$ cat config.mk
export PLATFORM = sky130hd
export DESIGN_NAME = mul_err_sweep
export DESIGN_NICKNAME = d
export VERILOG_FILES = /design/src/rtl/mul_eval_pkg.sv /design/src/rtl/mul_err_stage.sv /design/src/rtl/mul_err_sweep.sv
export SDC_FILE = /design/constraint.sdc
export NUM_CORES = 1
export LEC_CHECK = 0
export BUFFER_PORTS_ARGS = -buffer_cell sky130_fd_sc_hd__buf_4
export CAP_MARGIN = 30
export CORE_ASPECT_RATIO = 0.6
export CORE_UTILIZATION = 59
export CTS_BUF_LIST = sky130_fd_sc_hd__clkbuf_8 sky130_fd_sc_hd__clkbuf_16
export DETAILED_ROUTE_END_ITERATION = 8
export PLACE_DENSITY = 0.93
export SLEW_MARGIN = 5
export SYNTH_ARGS = -nofsm -noshare
export SYNTH_HDL_FRONTEND = slang
export SYNTH_SLANG_ARGS = --single-unit
$ cat constraint.sdc
create_clock -name clk -period 6.79 [get_ports clk]
set_input_delay 1.358 -clock clk [delete_from_list [all_inputs] [get_ports clk]]
set_output_delay 1.358 -clock clk [all_outputs]
set_load 0.05 [all_outputs]
$ cat src/rtl/mul_eval_pkg.sv
// Shared types and widths for the approximate-multiplier error sweep.
package mul_eval_pkg;

    // Operand and product widths of the multiplier under evaluation.
    localparam int PKG_A_W = 6;
    localparam int PKG_B_W = 6;
    localparam int PKG_P_W = PKG_A_W + PKG_B_W;

    // Sweep counter covers every operand pair; the error counter needs one
    // more bit so that "every pair wrong" is representable.
    localparam int CNT_W  = PKG_A_W + PKG_B_W;
    localparam int ERRC_W = CNT_W + 1;

    typedef enum logic [1:0] {
        IDLE  = 2'd0,
        SWEEP = 2'd1,
        DRAIN = 2'd2,
        DONE  = 2'd3
    } state_t;

    // One evaluated operand pair, registered between the multiplier and the
    // accumulators.
    typedef struct packed {
        logic               valid;
        logic               neq;
        logic [PKG_P_W-1:0] abs_err;
        logic [PKG_A_W-1:0] a;
        logic [PKG_B_W-1:0] b;
    } stage_t;

endpackage

$ cat src/rtl/mul_err_stage.sv
// Exact product, signed difference and absolute error for one operand pair,
// captured into a single pipeline register.
module mul_err_stage
    import mul_eval_pkg::*;
(
    input  logic               clk,
    input  logic               rst,
    input  logic               cap,
    input  logic [PKG_A_W-1:0] a,
    input  logic [PKG_B_W-1:0] b,
    input  logic [PKG_P_W-1:0] approx_p,
    output stage_t             stage_q
);

    logic [PKG_P_W-1:0] exact;
    logic [PKG_P_W:0]   diff;
    logic [PKG_P_W:0]   neg_diff;
    logic [PKG_P_W-1:0] abs_err;

    // Exact product and |approx - exact|; one extra bit keeps the sign.
    always_comb begin
        exact    = PKG_P_W'(a) * PKG_P_W'(b);
        diff     = {1'b0, approx_p} - {1'b0, exact};
        neg_diff = (PKG_P_W + 1)'(0) - diff;
        abs_err  = diff[PKG_P_W] ? neg_diff[PKG_P_W-1:0] : diff[PKG_P_W-1:0];
    end

    // Stage register: valid follows cap, so it is low outside the sweep.
    always_ff @(posedge clk) begin
        // NOTE: sequential state uses <= so every register samples the
        // pre-edge values regardless of statement order.
        if (rst) begin
            stage_q <= '0;
        end else begin
            stage_q.valid <= cap;
            if (cap) begin
                stage_q.neq     <= (approx_p != exact);
                stage_q.abs_err <= abs_err;
                stage_q.a       <= a;
                stage_q.b       <= b;
            end
        end
    end

endmodule

$ cat src/rtl/mul_err_sweep.sv
// Exhaustive error-evaluation harness: walks every operand pair through an
// external combinational approximate multiplier and accumulates statistics.
module mul_err_sweep
    import mul_eval_pkg::*;
#(
    parameter int A_W   = 6,
    parameter int B_W   = 6,
    parameter int P_W   = 12,
    parameter int SUM_W = 24
) (
    input  logic                 clk,
    input  logic                 rst,
    input  logic                 start,
    output logic                 busy,
    output logic                 done,
    output logic [A_W-1:0]       op_a,
    output logic [B_W-1:0]       op_b,
    input  logic [P_W-1:0]       approx_p,
    output logic [A_W+B_W:0]     err_count,
    output logic [SUM_W-1:0]     sum_abs_err,
    output logic [P_W-1:0]       max_abs_err,
    output logic [A_W-1:0]       max_a,
    output logic [B_W-1:0]       max_b
);

    // The stage struct is sized from the package, so the parameters must
    // agree with it, and the product must be wide enough for a full a*b.
    if (P_W != A_W + B_W || A_W != PKG_A_W || B_W != PKG_B_W) begin : g_width_check
        $error("mul_err_sweep: P_W must equal A_W+B_W and match mul_eval_pkg");
    end

    state_t              state_q;
    logic                busy_q;
    logic                done_q;
    logic [CNT_W-1:0]    cnt_q;
    logic [ERRC_W-1:0]   err_cnt_q;
    logic [SUM_W-1:0]    sum_q;
    logic [SUM_W-1:0]    sum_d;
    logic [SUM_W:0]      sum_wide;
    logic [P_W-1:0]      max_q;
    logic [A_W-1:0]      max_a_q;
    logic [B_W-1:0]      max_b_q;
    stage_t              stage_q;

    assign op_a = cnt_q[CNT_W-1:B_W];
    assign op_b = cnt_q[B_W-1:0];

    mul_err_stage u_stage (
        .clk      (clk),
        .rst      (rst),
        .cap      (state_q == SWEEP),
        .a        (op_a),
        .b        (op_b),
        .approx_p (approx_p),
        .stage_q  (stage_q)
    );

    // Saturating add of the staged absolute error into the running sum.
    always_comb begin
        sum_wide = {1'b0, sum_q} + (SUM_W + 1)'(stage_q.abs_err);
        sum_d    = sum_wide[SUM_W] ? '1 : sum_wide[SUM_W-1:0];
    end

    // Sweep FSM, operand counter and error accumulators.
    always_ff @(posedge clk) begin
        if (rst) begin
            state_q   <= IDLE;
            busy_q    <= 1'b0;
            done_q    <= 1'b0;
            cnt_q     <= '0;
            err_cnt_q <= '0;
            sum_q     <= '0;
            max_q     <= '0;
            max_a_q   <= '0;
            max_b_q   <= '0;
        end else begin
            done_q <= 1'b0;

            if (stage_q.valid) begin
                err_cnt_q <= err_cnt_q + ERRC_W'(stage_q.neq);
                sum_q     <= sum_d;
                // Strictly greater keeps the earliest pair on ties.
                if (stage_q.abs_err > max_q) begin
                    max_q   <= stage_q.abs_err;
                    max_a_q <= stage_q.a;
                    max_b_q <= stage_q.b;
                end
            end

            // NOTE: every state_t value has an arm, so no default is needed
            // and no state can be left unhandled.
            unique case (state_q)
                IDLE: begin
                    if (start) begin
                        state_q   <= SWEEP;
                        busy_q    <= 1'b1;
                        cnt_q     <= '0;
                        err_cnt_q <= '0;
                        sum_q     <= '0;
                        max_q     <= '0;
                        max_a_q   <= '0;
                        max_b_q   <= '0;
                    end
                end
                SWEEP: begin
                    if (cnt_q == '1) begin
                        state_q <= DRAIN;
                    end else begin
                        cnt_q <= cnt_q + CNT_W'(1);
                    end
                end
                DRAIN: begin
                    state_q <= DONE;
                    busy_q  <= 1'b0;
                    done_q  <= 1'b1;
                end
                DONE: begin
                    state_q <= IDLE;
                end
            endcase
        end
    end

    assign busy        = busy_q;
    assign done        = done_q;
    assign err_count   = err_cnt_q;
    assign sum_abs_err = sum_q;
    assign max_abs_err = max_q;
    assign max_a       = max_a_q;
    assign max_b       = max_b_q;

endmodule

After elaboration in Yosys (flattened, before gate mapping)
Index checks and enable logic that the tools add are counted.
Word-level totals
  input bits: 15
  register bits: 103
Cells by class
  reduce and logical (&&, ||, !) cells: 6
  muxes and demuxes: 29
  eq/ne operators: 8
  multipliers: 1
  $lt $le $gt $ge: 1
  add/subtract/negate cells: 5
Operators with widths (number)
  $mux W24: 4
  $mux W12: 7
  $mux W6: 8
  $mux W13: 3
  $add A24 B12 Y25: 1
  $pmux W12 S2: 1
  $add A13 B1 Y13: 1
  $sub A12 B12 Y13: 1
  $add A12 B1 Y12 const B: 1
  $eq A12 B12 Y1 const B: 1
  $gt A12 B12 Y1: 1
  $mul A6 B6 Y12: 1
  $ne A12 B12 Y1: 1
  $sub A1 B12 Y12 const A: 1
  $pmux W2 S4: 1
  $ne A2 B2 Y1 const B: 3
  $eq A2 B2 Y1 const B: 2
  $mux W2: 2
  $reduce_and A2 Y1: 2
  $reduce_bool A2 Y1: 2
  $reduce_and A3 Y1: 1
  $eq A2 B1 Y1 const B: 1
  $logic_not A2 Y1: 1
  $mux W1: 2
  $pmux W1 S2: 1

Longest topological paths before layout
Gate-level depths: netlist of run 1.
  depth after elaboration: 5
  mapped depth: 24
  depth with buffers taken out: 22

By module
From an unflattened synthesis of run 1, not the netlist that was laid out.
Second synthesis, totals
  cells, all modules: 818
  area total of the unflattened synthesis: 6889.1 µm²
Modules (own cells, without submodules)
  mul_err_sweep: area an instance 3970.1 µm², cells each 477, times used 1, sequential area each 1541.5 µm²
  mul_err_stage: area an instance 2919.0 µm², cells each 341, times used 1, sequential area each 520.5 µm²

Least setup slack after synthesis of run 1
OpenSTA, ideal clock, no wires.
  path kind: register to register
  start: register cnt_q[5]
  end: register u_stage.stage_q[22] (netlist name)
  stages on the path, launching flop included: 22
  path buffers: 2
  clock period less this slack: 5.673 ns
  data required time: 6.657 ns
  arrival: 5.540 ns
  slack: 1.117 ns
  library setup time: 0.133 ns
  path through: dfxtp_1 > clkbuf_1 > nand2_1 > fa_1 > fa_1 > fa_1 > inv_1 > ha_1 > nor2b_1 > o21ai_0 > a21oi_1 > o21ai_0 > nand2b_1 > xnor2_1 > ha_1 > inv_2 > or4_1 > o21a_1 > buf_2 > and4_1 > a221oi_1 > a31oi_1
On the way
  cells in the longest elaborated chain, start to end: 4
Ends and longest elaborated chain
  start: declaration: RTL line mul_err_sweep.sv:35  | logic [CNT_W-1:0] cnt_q;
  start signal: assignment: RTL line mul_err_sweep.sv:109  | cnt_q <= cnt_q + CNT_W'(1);
  $mul A6 B6 Y12 (*): RTL line mul_err_stage.sv:22  | exact = PKG_P_W'(a) * PKG_P_W'(b);
  $sub A12 B12 Y13 (*): RTL line mul_err_stage.sv:23  | diff = {1'b0, approx_p} - {1'b0, exact};
  $sub A1 B12 Y12: RTL line mul_err_stage.sv:24  | neg_diff = (PKG_P_W + 1)'(0) - diff;
  $mux W12 (*): RTL line mul_err_stage.sv:25  | abs_err = diff[PKG_P_W] ? neg_diff[PKG_P_W-1:0] : diff[PKG_P_W-1:0];
Mark *: on every way between the ends. The rest lies on a longest branch, timed or not.
A chain may end at the register's enable or synchronous reset.

Worst setup path after layout of run 1
  start: register cnt_q[2]
  end: register u_stage.stage_q[22] (netlist name)
On the way
  cells in the longest elaborated chain, start to end: 4
Ends and longest elaborated chain (RTL line)
  $mul A6 B6 Y12 (*): mul_err_stage.sv:22
  $sub A12 B12 Y13 (*): mul_err_stage.sv:23
  $sub A1 B12 Y12: mul_err_stage.sv:24
  $mux W12 (*): mul_err_stage.sv:25
Marked as above.

==> results of run 1 <==
## cells in the mapped netlist (21+ instances only)
cell,instances,share of area [%]
a21oi_1,41,2.9
and2_1,33,3.0
and3_1,21,1.9
clkbuf_1,32,1.7
dfxtp_1,103,30
ha_1,63,11
inv_1,60,3.2
mux2i_1,38,5.5
nand2_1,43,2.3
nand3_1,23,1.7
nor2_1,86,4.6
o21ai_0,28,2.0
xor2_1,33,4.1
## sequential cells by signal, indices dropped and copies added, names as in the netlist
name	cells
u_stage.stage_q	26
err_count	13
max_a	6
done	1
sum_abs_err	24
max_abs_err	12
cnt_q	12
max_b	6
busy	1
state_q	2
## kinds of logic after synthesis
| group | after synthesis | share of synthesized area [%] |
|---|---|---|
| adder cells (fa/ha/maj) | 82 | 16.8 |
| multiplexers | 39 | 5.62 |
| AO/OA/AOI/OAI | 159 | 15.4 |
| buffers and inverters | 99 | 5.42 |
| flip-flops | 103 | 29.6 |
| AND/OR/NAND/NOR | 285 | 20.9 |
| XOR/XNOR | 49 | 6.26 |
## stage by stage
stage / setup WS [ps] / area [µm²] / power [W] / utilization (%) / instances
2_1_floorplan: 1120 / 6970 / 0.00127 / - / 816
3_3_place_gp: 1220 / 7710 / 0.00143 / 67.6 / 1030
3_5_place_dp: 1180 / 7720 / 0.00145 / 67.7 / 1031
4_1_cts: 1070 / 8030 / 0.00199 / 70.4 / 1047
5_1_grt: 607 / 8030 / 0.00210 / 70.4 / 1047
6_report: 980 / 8030 / 0.00200 / 70.4 / 1047
## where the power goes
group	switching, W	internal [W]	total, W
combinational	0.000474	0.000268	0.000742
sequential	0.0000673	0.000659	0.000726
clock	0.000266	0.000266	0.000532
total	0.000807	0.00119	0.00200
## layout make-up
cell class | instances | area, µm²
clock inverters | 7 | 86.3
fillers | 865 | 3380
inverters | 61 | 229
repair buffers | 93 | 698
flip-flops and latches | 103 | 2060
well taps | 160 | 200
multi-input cells | 614 | 4530
clock buffers | 9 | 225
## layout by cell type, fill, tap and decap left out, types with 33 or more instances in the layout
master / instances
dfxtp_1: 103
a21oi_1: 41
nand2_1: 43
mux2i_1: 38
nor2_1: 86
ha_1: 63
xor2_1: 33
and2_1: 33
buf_4: 93
inv_1: 60
## metal layers
metal  global-route usage [%]  vias to the layer above
met5                        0                        -
met4                     5.47                        0
met3                     7.96                       19
met2                     43.2                      346
met1                     43.0                     2846
li1                         -                     2999
## path summary, 6_finish.rpt
path                                start                          endpoint  slack (ps)  depth (start not counted)
setup / recovery    cnt_q[2]$_SDFFE_PP0P_  u_stage.stage_q[22]$_SDFFE_PP0P_         980                         19
hold / removal    state_q[1]$_SDFFE_PP0P_           state_q[1]$_SDFFE_PP0P_         500                          2
setup reg to reg    cnt_q[2]$_SDFFE_PP0P_  u_stage.stage_q[22]$_SDFFE_PP0P_         980                         19
hold reg to reg   state_q[1]$_SDFFE_PP0P_           state_q[1]$_SDFFE_PP0P_         500                          2
## critical path, delay by kind of cell (launching register included)
family	cells	cell delay, ps
compound gates	5	1360
fa+ha+maj	5	2280
buf+inv	2	100
flops	1	450
simple gates	7	1550
==> key figures, run 1 <==
Run status
  • Status: completed

Routing
  • DR vias: 6210
  • Highest routed layer: met4
  • Drt drc: 0
  • DR WL met2: 7100 µm
  • First-pass DRT Iterations: 6
  • Final WL: 17500 µm
  • Routed Antenna Nets: 0
  • Met3 WL: 1850 µm
  • Initial drt markers: 626
  • M1 wire length: 8370 µm
  • Post-detailed-route wirelength per cell: 16.7 µm
  • Vias/cell: 5.93

Clock tree
  • Clock Path Buffers: 2
  • CTS tree: yes
  • Hold-fix buffers, CTS: 0
  • Root buffer cell: clkbuf_16
  • Clock Sinks: 103
  • CTS clk-pin slew, worst paths: 80 ps
  • TritonCTS buffer count: 9
  • # Post-CTS Setup Buffers: 0
  • # resized after CTS: 0
  • Clock Latency Late Sink: 350 ps
  • H-Tree Depth: 3

Floorplanning
  • Die width: 142 µm
  • Number of I/O pins: 90
  • Core Rows: 30
  • Starting density of the core: 61.1%
  • Core region area: 11400 µm²
  • Die Span Y: 86.2 µm
  • Full die area: 12300 µm²

Placement
  • DP HPWL: 12900 µm
  • PortBufs: 89
  • Routability cong.: 0.978

STA
  • Max Clk Rate: 0.172 GHz
  • Hold WS: 498 ps
  • Final setup viols: 0
  • Final Hold Fails: 0
  • RSZ-0062 raised after global routing: no
  • Max-slew violation count: 0
  • Clk_skew: 8.08 ps
  • Slew @ Worst Pin: 849 ps
  • Crit share post-route: 85.6%
  • Max_slew headroom: 43.4%
  • Setup total negative slack: 0 ps
  • Final Critical Period: 5810 ps

Worst hold path
  • Worst min-delay path class: reg2reg

Logic synthesis
  • Synth Instances: 816
  • Post-Syn Area: 6970 µm²
  • YS warnings: 0
  • Ys async rst share: 0%
  • Seq cells post-synth: 103
  • Post-synth top flop: dfxtp_1
  • Post-synthesis net count: 913
  • Number of distinct library cells after synthesis: 65
  • Syn Area/Cell: 8.54 µm²
  • Number of flops mapped to enable cells by yosys: 0
  • Sequential-to-total area share from yosys stat: 29.6%

Run
  • Max cap viols: 0

Critical path
  • Critical Path Source Type: register
  • Worst path cell trace: and2_1, fa_1, inv_1, fa_1, fa_1, inv_1, ha_1, nor2b_1, o21ai_0, a21oi_1, nand2b_1, ha_1, a21o_1, a2111oi_0, nand3_1, nand3_1, nand3_1, or4_1, a31oi_1
  • Critical-path top delay cell: a2111oi_0
  • Crit Path Max Fanout: 13
  • Crit path DAT: 6090 ps
  • CP Data Required Time: 7070 ps
  • Critical Path End Type: register
  • Setup CP Type: reg2reg
  • Largest stage delay, worst path: 610 ps

Finish
  • Layout cells sized above 1: 14.2%
  • Nets: 979
  • Area added between synthesis and finish: 15.2%
  • # diodes: 0

Global routing
  • Tot GR Track Use: 29.3%
  • Initial antenna violation count: 0
  • GRT overflow: 0
  • First-pass GRT wire length: 28700 µm
  • Largest net degree at the start of global routing: 38
  • Vias in the first global route: 5727

Pwr
  • Max VDD drop: 0.168 mV
  • P per Cell Area: 249 nW/µm²
  • P_leak: 3.50 nW
Power figures use the tool's default switching activity.
==> inputs of run 2 (changes only) <==
- BUFFER_PORTS_ARGS: -buffer_cell sky130_fd_sc_hd__buf_4 -> -buffer_cell sky130_fd_sc_hd__buf_2
- GPL_ROUTABILITY_DRIVEN: not set -> 0
==> run 2 against run 1 <==
  * Highest routed layer unchanged
  * Clock power is essentially flat
  * Cell area shrank 2.8%
  * Setup slack lost 1.3 ps
  * Critical endpoint unchanged
  * Worst hold slack lost 7.6 ps
  * First-iteration DRC count shrank 4.5%
  * Sequential power is essentially flat
==> key figures, run 2 (synthesis gave the netlist of run 1 again) <==
Run status
  • Status: completed

Worst hold path
  • Hold path start: u_stage.stage_q[24]$_SDFFE_PP0P_
  • WHS Endpoint: u_stage.stage_q[24]$_SDFFE_PP0P_
  • Worst min-delay path class: reg2reg
  • Hold path depth: 2 (unchanged)

Finish
  • Commonest non-fill, non-tap cell in the layout: dfxtp_1
  • Commonest non-fill, non-tap cells in the layout: dfxtp_1, buf_2, nor2_1, ha_1, inv_1
  • Nets: 979 (unchanged)
  • Reg area: 2060 µm² (unchanged)
  • # diodes: 0 (unchanged)
  • Top reg by flops: u_stage.stage_q
  • Multi-input gate area: 4530 µm² (unchanged)
  • Layout cells sized above 1: 14.2% (unchanged)
  • Max reg flops: 26 (unchanged)
  • Area added between synthesis and finish: 12.0%
  • Fin area: 7810 µm² (-2.8%)
  • Fin util: 68.4% (-2.0 points)
  • Layout fillers: 915 (+5.8%)

Clock tree
  • CTS clk-pin slew, worst paths: 80 ps (about the same)
  • # Post-CTS Setup Buffers: 0 (unchanged)
  • # resized after CTS: 0 (unchanged)
  • H-Tree Depth: 3 (unchanged)
  • Clock Sinks: 103 (unchanged)
  • Hold-fix buffers, CTS: 0 (unchanged)
  • Clock Latency Late Sink: 360 ps (about the same)
  • TritonCTS buffer count: 9 (unchanged)
  • CTS tree: yes
  • Root buffer cell: clkbuf_16
  • Clock Path Buffers: 2 (unchanged)

Global routing
  • Largest net degree at the start of global routing: 38 (unchanged)
  • Tot GR Track Use: 29.5% (+0.18 points)
  • Global Route met3 Usage: 8.45% (+0.50 points)
  • Vias in the first global route: 5647 (-1.4%)
  • Busiest layer in global routing: met1
  • First-pass GRT wire length: 28600 µm (-0.38%)
  • GRT overflow: 0 (unchanged)
  • Initial antenna violation count: 0 (unchanged)
  • Met1 Use GR: 44.3% (+1.3 points)
  • Met2 Use GR: 41.8% (-1.5 points)

Pwr
  • P_leak: 3.50 nW (-0.10%)
  • Max VDD drop: 0.144 mV (-15%)
  • Power Total: 0.00198 W (-0.94%)
  • P per Cell Area: 254 nW/µm² (+1.9%)

STA
  • Final setup viols: 0 (unchanged)
  • Max-slew violation count: 0 (unchanged)
  • Max Clk Rate: 0.172 GHz (about the same)
  • RSZ-0062 raised after global routing: no
  • Final Critical Period: 5810 ps (+1.32 ps)
  • Max_slew headroom: 43.3% (-0.17 points)
  • Crit share post-route: 85.6% (about the same)
  • Clk_skew: 6.64 ps (-1.44 ps)
  • Setup total negative slack: 0 ps (unchanged)
  • Slew @ Worst Pin: 851 ps (+2.57 ps)
  • Final Hold Fails: 0 (unchanged)

Critical path
  • Crit path DAT: 6090 ps (about the same)
  • Worst path cell trace: and2_1, fa_1, inv_1, fa_1, fa_1, inv_1, ha_1, nor2b_1, o21ai_0, a21oi_1, nand2b_1, ha_1, a21o_1, a2111oi_0, nand3_1, nand3_1, nand3_1, or4_1, a31oi_1
  • FF-to-FF End: u_stage.stage_q[22]$_SDFFE_PP0P_
  • Crit path depth: 19 (unchanged)
  • Critical Path Source Type: register
  • Crit Path Max Fanout: 12 (-1)
  • Setup CP Type: reg2reg
  • Reg-to-reg startpoint: cnt_q[1]$_SDFFE_PP0P_
  • CP top delay family: adder cells
  • Critical Path End Type: register
  • CP Data Required Time: 7070 ps (about the same)
  • Worst reg-to-reg path cell count: 19 (unchanged)
  • Largest stage delay, worst path: 580 ps (-30 ps)
  • Flop-to-flop setup slack: 980 ps (about the same)
  • WP buf/inv: 2 (unchanged)
  • Critical-path top delay cell: dfxtp_1

Placement
  • PortBufs: 89 (unchanged)
  • Placed cell area: 7500 µm² (-2.9%)
  • DP HPWL: 12900 µm (-0.10%)

Floorplanning
  • Starting density of the core: 61.1% (unchanged)
  • Core region area: 11400 µm² (unchanged)
  • Die Span Y: 86.2 µm (unchanged)
  • Core Rows: 30 (unchanged)
  • Full die area: 12300 µm² (unchanged)
  • Number of I/O pins: 90 (unchanged)
  • Die width: 142 µm (unchanged)

Routing
  • DR vias: 6322 (+1.8%)
  • First-pass DRT Iterations: 5 (-1)
  • Drt drc: 0 (unchanged)
  • Initial drt markers: 598 (-4.5%)
  • Vias/cell: 6.04 (+1.8%)
  • Final WL: 17500 µm (+0.14%)
  • Routed Antenna Nets: 0 (unchanged)
  • Post-detailed-route wirelength per cell: 16.7 µm (+0.14%)

Run
  • Max cap viols: 0 (unchanged)
[run 2: layout make-up]
class / count / area share [%]
Clock buffer: 9 / 2.88
Sequential cell: 103 / 26.4
Tap cell: 160 / 2.56
Multi-Input combinational cell: 614 / 58.0
Timing Repair Buffer: 93 / 6.09
Inverter: 61 / 2.93
Clock inverter: 7 / 1.11
[run 2: power breakdown]
group	leakage [nW]	total (W)	internal, W	switching [W]
combinational	2.51	0.000725	0.000255	0.000470
sequential	0.833	0.000725	0.000659	0.0000661
clock	0.150	0.000532	0.000264	0.000268
[run 2: worst max path at each step]
| stage | end | slack [ps] | start |
|---|---|---|---|
| 6_report | u_stage.stage_q[22]$_SDFFE_PP0P_ | 980 | cnt_q[1]$_SDFFE_PP0P_ |
| 5_1_grt | u_stage.stage_q[19]$_SDFFE_PP0P_ | 540 | cnt_q[1]$_SDFFE_PP0P_ |
| 4_1_cts | u_stage.stage_q[22]$_SDFFE_PP0P_ | 1060 | cnt_q[5]$_SDFFE_PP0P_ |
| 3_5_place_dp | u_stage.stage_q[18]$_SDFFE_PP0P_ | 1150 | cnt_q[5]$_SDFFE_PP0P_ |
| 3_3_place_gp | u_stage.stage_q[22]$_SDFFE_PP0P_ | 1270 | cnt_q[5]$_SDFFE_PP0P_ |
| 2_1_floorplan | u_stage.stage_q[22]$_SDFFE_PP0P_ | 1120 | cnt_q[5]$_SDFFE_PP0P_ |
[run 2: stage by stage]
stage | instances | worst slack [ps] | hold WS [ps]
after floorplan | 816 | 1120 | 453
after global placement | 1031 | 1270 | 468
after detailed placement | 1031 | 1150 | 477
after CTS | 1047 | 1060 | 488
after global routing | 1047 | 537 | 512
final | 1047 | 979 | 491
[run 2: worst reg2reg max path, stage by stage, from the launching register on]
cell and delay [ps]:
dfxtp_1 580, and2_1 240, fa_1 430, inv_1 80
fa_1 450, fa_1 550, inv_1 40, ha_1 320
nor2b_1 140, o21ai_0 260, a21oi_1 130, nand2b_1 160
ha_1 390, a21o_1 280, a2111oi_0 570, nand3_1 140
nand3_1 230, nand3_1 140, or4_1 420, a31oi_1 170
[run 2: layer usage]
layer / part of all wire, % / wire [µm]
met3: 11 / 1910
met2: 41 / 7190
met1: 47 / 8270
met4: 0.92 / 161
met5: 0 / 0
==> inputs of run 3 (changes only) <==
- CORE_UTILIZATION: 59 -> 50
- PLACE_DENSITY: 0.93 -> 0.83
- SLEW_MARGIN: 5 -> 20
==> run 3 against run 2 <==
  * Cell area grew 0.16%
  * Setup slack got worse by 1.8 ps
  * Clock power is 0.8% lower
  * Cell count rose by 0.96%
  * Critical path depth down 1
  * Combinational power down 2%
  * Largest cell class unchanged
  * Highest routed layer unchanged
==> key figures, run 3 (synthesis gave the netlist of run 1 again) <==
Clock tree
  • Clock Path Buffers: 2 (unchanged)
  • CTS tree: yes
  • H-Tree Depth: 3 (unchanged)
  • Clock Sinks: 103 (unchanged)
  • CTS clk-pin slew, worst paths: 80 ps (about the same)
  • # resized after CTS: 0 (unchanged)
  • Root buffer cell: clkbuf_16
  • TritonCTS buffer count: 9 (unchanged)
  • Clock Latency Late Sink: 360 ps (about the same)
  • Hold-fix buffers, CTS: 0 (unchanged)
  • # Post-CTS Setup Buffers: 0 (unchanged)

STA
  • Crit share post-route: 85.6% (about the same)
  • Clk_skew: 16.0 ps (+9.40 ps)
  • Setup total negative slack: 0 ps (unchanged)
  • Final Critical Period: 5810 ps (+1.76 ps)
  • Final Hold Fails: 0 (unchanged)
  • Max_slew headroom: 43.7% (+0.46 points)
  • Max Clk Rate: 0.172 GHz (about the same)
  • RSZ-0062 raised after global routing: no
  • Max-slew violation count: 0 (unchanged)
  • Slew @ Worst Pin: 844 ps (-6.87 ps)
  • Final setup viols: 0 (unchanged)

Finish
  • Commonest non-fill, non-tap cells in the layout: dfxtp_1, buf_2, nor2_1, ha_1, inv_1
  • Fin cells: 1057 (+0.96%)
  • Layout cells sized above 1: 14.2% (unchanged)
  • Nets: 979 (unchanged)
  • Commonest non-fill, non-tap cell in the layout: dfxtp_1
  • # diodes: 0 (unchanged)
  • Area added between synthesis and finish: 12.2%
  • Max reg flops: 26 (unchanged)
  • Layout fillers: 1185 (+30%)
  • Top reg by flops: u_stage.stage_q

Pwr
  • P per Cell Area: 252 nW/µm² (-0.75%)
  • Sw Ratio: 40.3% (-0.31 points)
  • Logic pwr share: 36.2% (-0.4 points)
  • Reg power frac: 36.9% (+0.3 points)
  • Max VDD drop: 0.144 mV (about the same)
  • Int Power: 0.00118 W (about the same)
  • Clock power share: 26.8% (about the same)
  • P_leak: 3.50 nW (unchanged)
  • NetSw: 0.000793 W (-1.4%)

Placement
  • Placed cells: 1041 (+0.97%)
  • PortBufs: 89 (unchanged)
  • DP HPWL: 13200 µm (+2.1%)

Run
  • Max cap viols: 0 (unchanged)

Global routing
  • Vias in the first global route: 5474 (-3.1%)
  • Initial antenna violation count: 0 (unchanged)
  • Largest net degree at the start of global routing: 47 (+24%)
  • Tot GR Track Use: 24.8% (-4.7 points)
  • GRT overflow: 0 (unchanged)
  • First-pass GRT wire length: 28500 µm (-0.19%)

Critical path
  • Crit Path Max Fanout: 12 (unchanged)
  • Critical-path top delay cell: a2111oi_0
  • Crit path DAT: 6090 ps (about the same)
  • Critical Path End Type: register
  • CP Data Required Time: 7070 ps (about the same)
  • Setup CP Type: reg2reg
  • Critical Path Source Type: register
  • Worst path cell trace: nand2_1, fa_1, fa_1, fa_1, inv_1, ha_1, nor2b_1, o21ai_0, a21oi_1, nand2b_1, ha_1, a21o_1, a2111oi_0, nand3_1, nand3_1, nand3_1, or4_1, a31oi_1
  • Largest stage delay, worst path: 590 ps (about the same)

Floorplanning
  • Full die area: 14400 µm² (+18%)
  • Core Rows: 32 (+6.7%)
  • Core region area: 13200 µm² (+16%)
  • Starting density of the core: 52.8% (-8.3 points)
  • Number of I/O pins: 90 (unchanged)
  • Die Span Y: 93.5 µm (+8.4%)
  • Die width: 154 µm (+8.5%)

Routing
  • DR vias: 6176 (-2.3%)
  • Routed Antenna Nets: 0 (unchanged)
  • Drt drc: 0 (unchanged)
  • Vias/cell: 5.84 (-3.2%)
  • Initial drt markers: 523 (-13%)
  • Final WL: 17500 µm (about the same)
  • Post-detailed-route wirelength per cell: 16.6 µm (-0.96%)
  • First-pass DRT Iterations: 5 (unchanged)

Run status
  • Status: completed

Worst hold path
  • Worst min-delay path class: reg2reg
run 3: cell counts in the layout (fill, tap and decap cells not counted):
Identical to the previous run, type by type.
run 3: area by class of cell:
class / count / area [µm²] / share of cell area [%]
multi-input combinational: 614 / 4530 / 57.9
tap: 170 / 213 / 2.72
timing repair buffer: 93 / 475 / 6.08
sequential: 103 / 2060 / 26.4
clock buffer: 9 / 225 / 2.88
inverter: 61 / 229 / 2.93
clock inverter: 7 / 86.3 / 1.10
run 3: critical path: cells and delay by family, from the launching register on:
kind                     cells  cell delay (ps)
AO/OA/AOI/OAI                5             1370
flip-flops                   1              550
adder cells (fa/ha/maj)      5             2360
buffers and inverters        1               40
AND/OR/NAND/NOR              7             1400
run 3: path summary, 6_finish.rpt:
path / cells after the start / slack (ps) / from / end
max: 18 / 980 / cnt_q[5]$_SDFFE_PP0P_ / u_stage.stage_q[22]$_SDFFE_PP0P_
min: 2 / 470 / state_q[1]$_SDFFE_PP0P_ / state_q[1]$_SDFFE_PP0P_
max reg2reg: 18 / 980 / cnt_q[5]$_SDFFE_PP0P_ / u_stage.stage_q[22]$_SDFFE_PP0P_
min reg2reg: 2 / 470 / state_q[1]$_SDFFE_PP0P_ / state_q[1]$_SDFFE_PP0P_
run 3: metal layers:
metal / vias up / GRT usage (%) / share of wire, %
li1: 3006 / - / -
met1: 2880 / 39.2 / 52
met2: 270 / 32.8 / 39
met3: 20 / 5.93 / 8.1
met4: 0 / 5.69 / 1.0
met5: - / 0 / 0
run 3: through the flow:
step / utilization (%) / total power, W / worst slack [ps] / hold slack (ps) / instance area [µm²]
floorplan: - / 0.00127 / 1120 / 453 / 6970
global placement: 56.8 / 0.00142 / 1240 / 467 / 7510
detailed placement: 56.8 / 0.00144 / 1130 / 467 / 7510
CTS: 59.2 / 0.00197 / 1070 / 478 / 7820
global route: 59.2 / 0.00207 / 599 / 513 / 7820
finish: 59.2 / 0.00197 / 977 / 473 / 7820
run 3: power groups by stage:
stage	clock [W]	combinational [W]	sequential, W
6_report	0.000528	0.000714	0.000728
5_1_grt	0.000563	0.000780	0.000731
4_1_cts	0.000535	0.000706	0.000724
3_5_place_dp	0	0.000699	0.000738
3_3_place_gp	0	0.000680	0.000737
2_1_floorplan	0	0.000491	0.000778
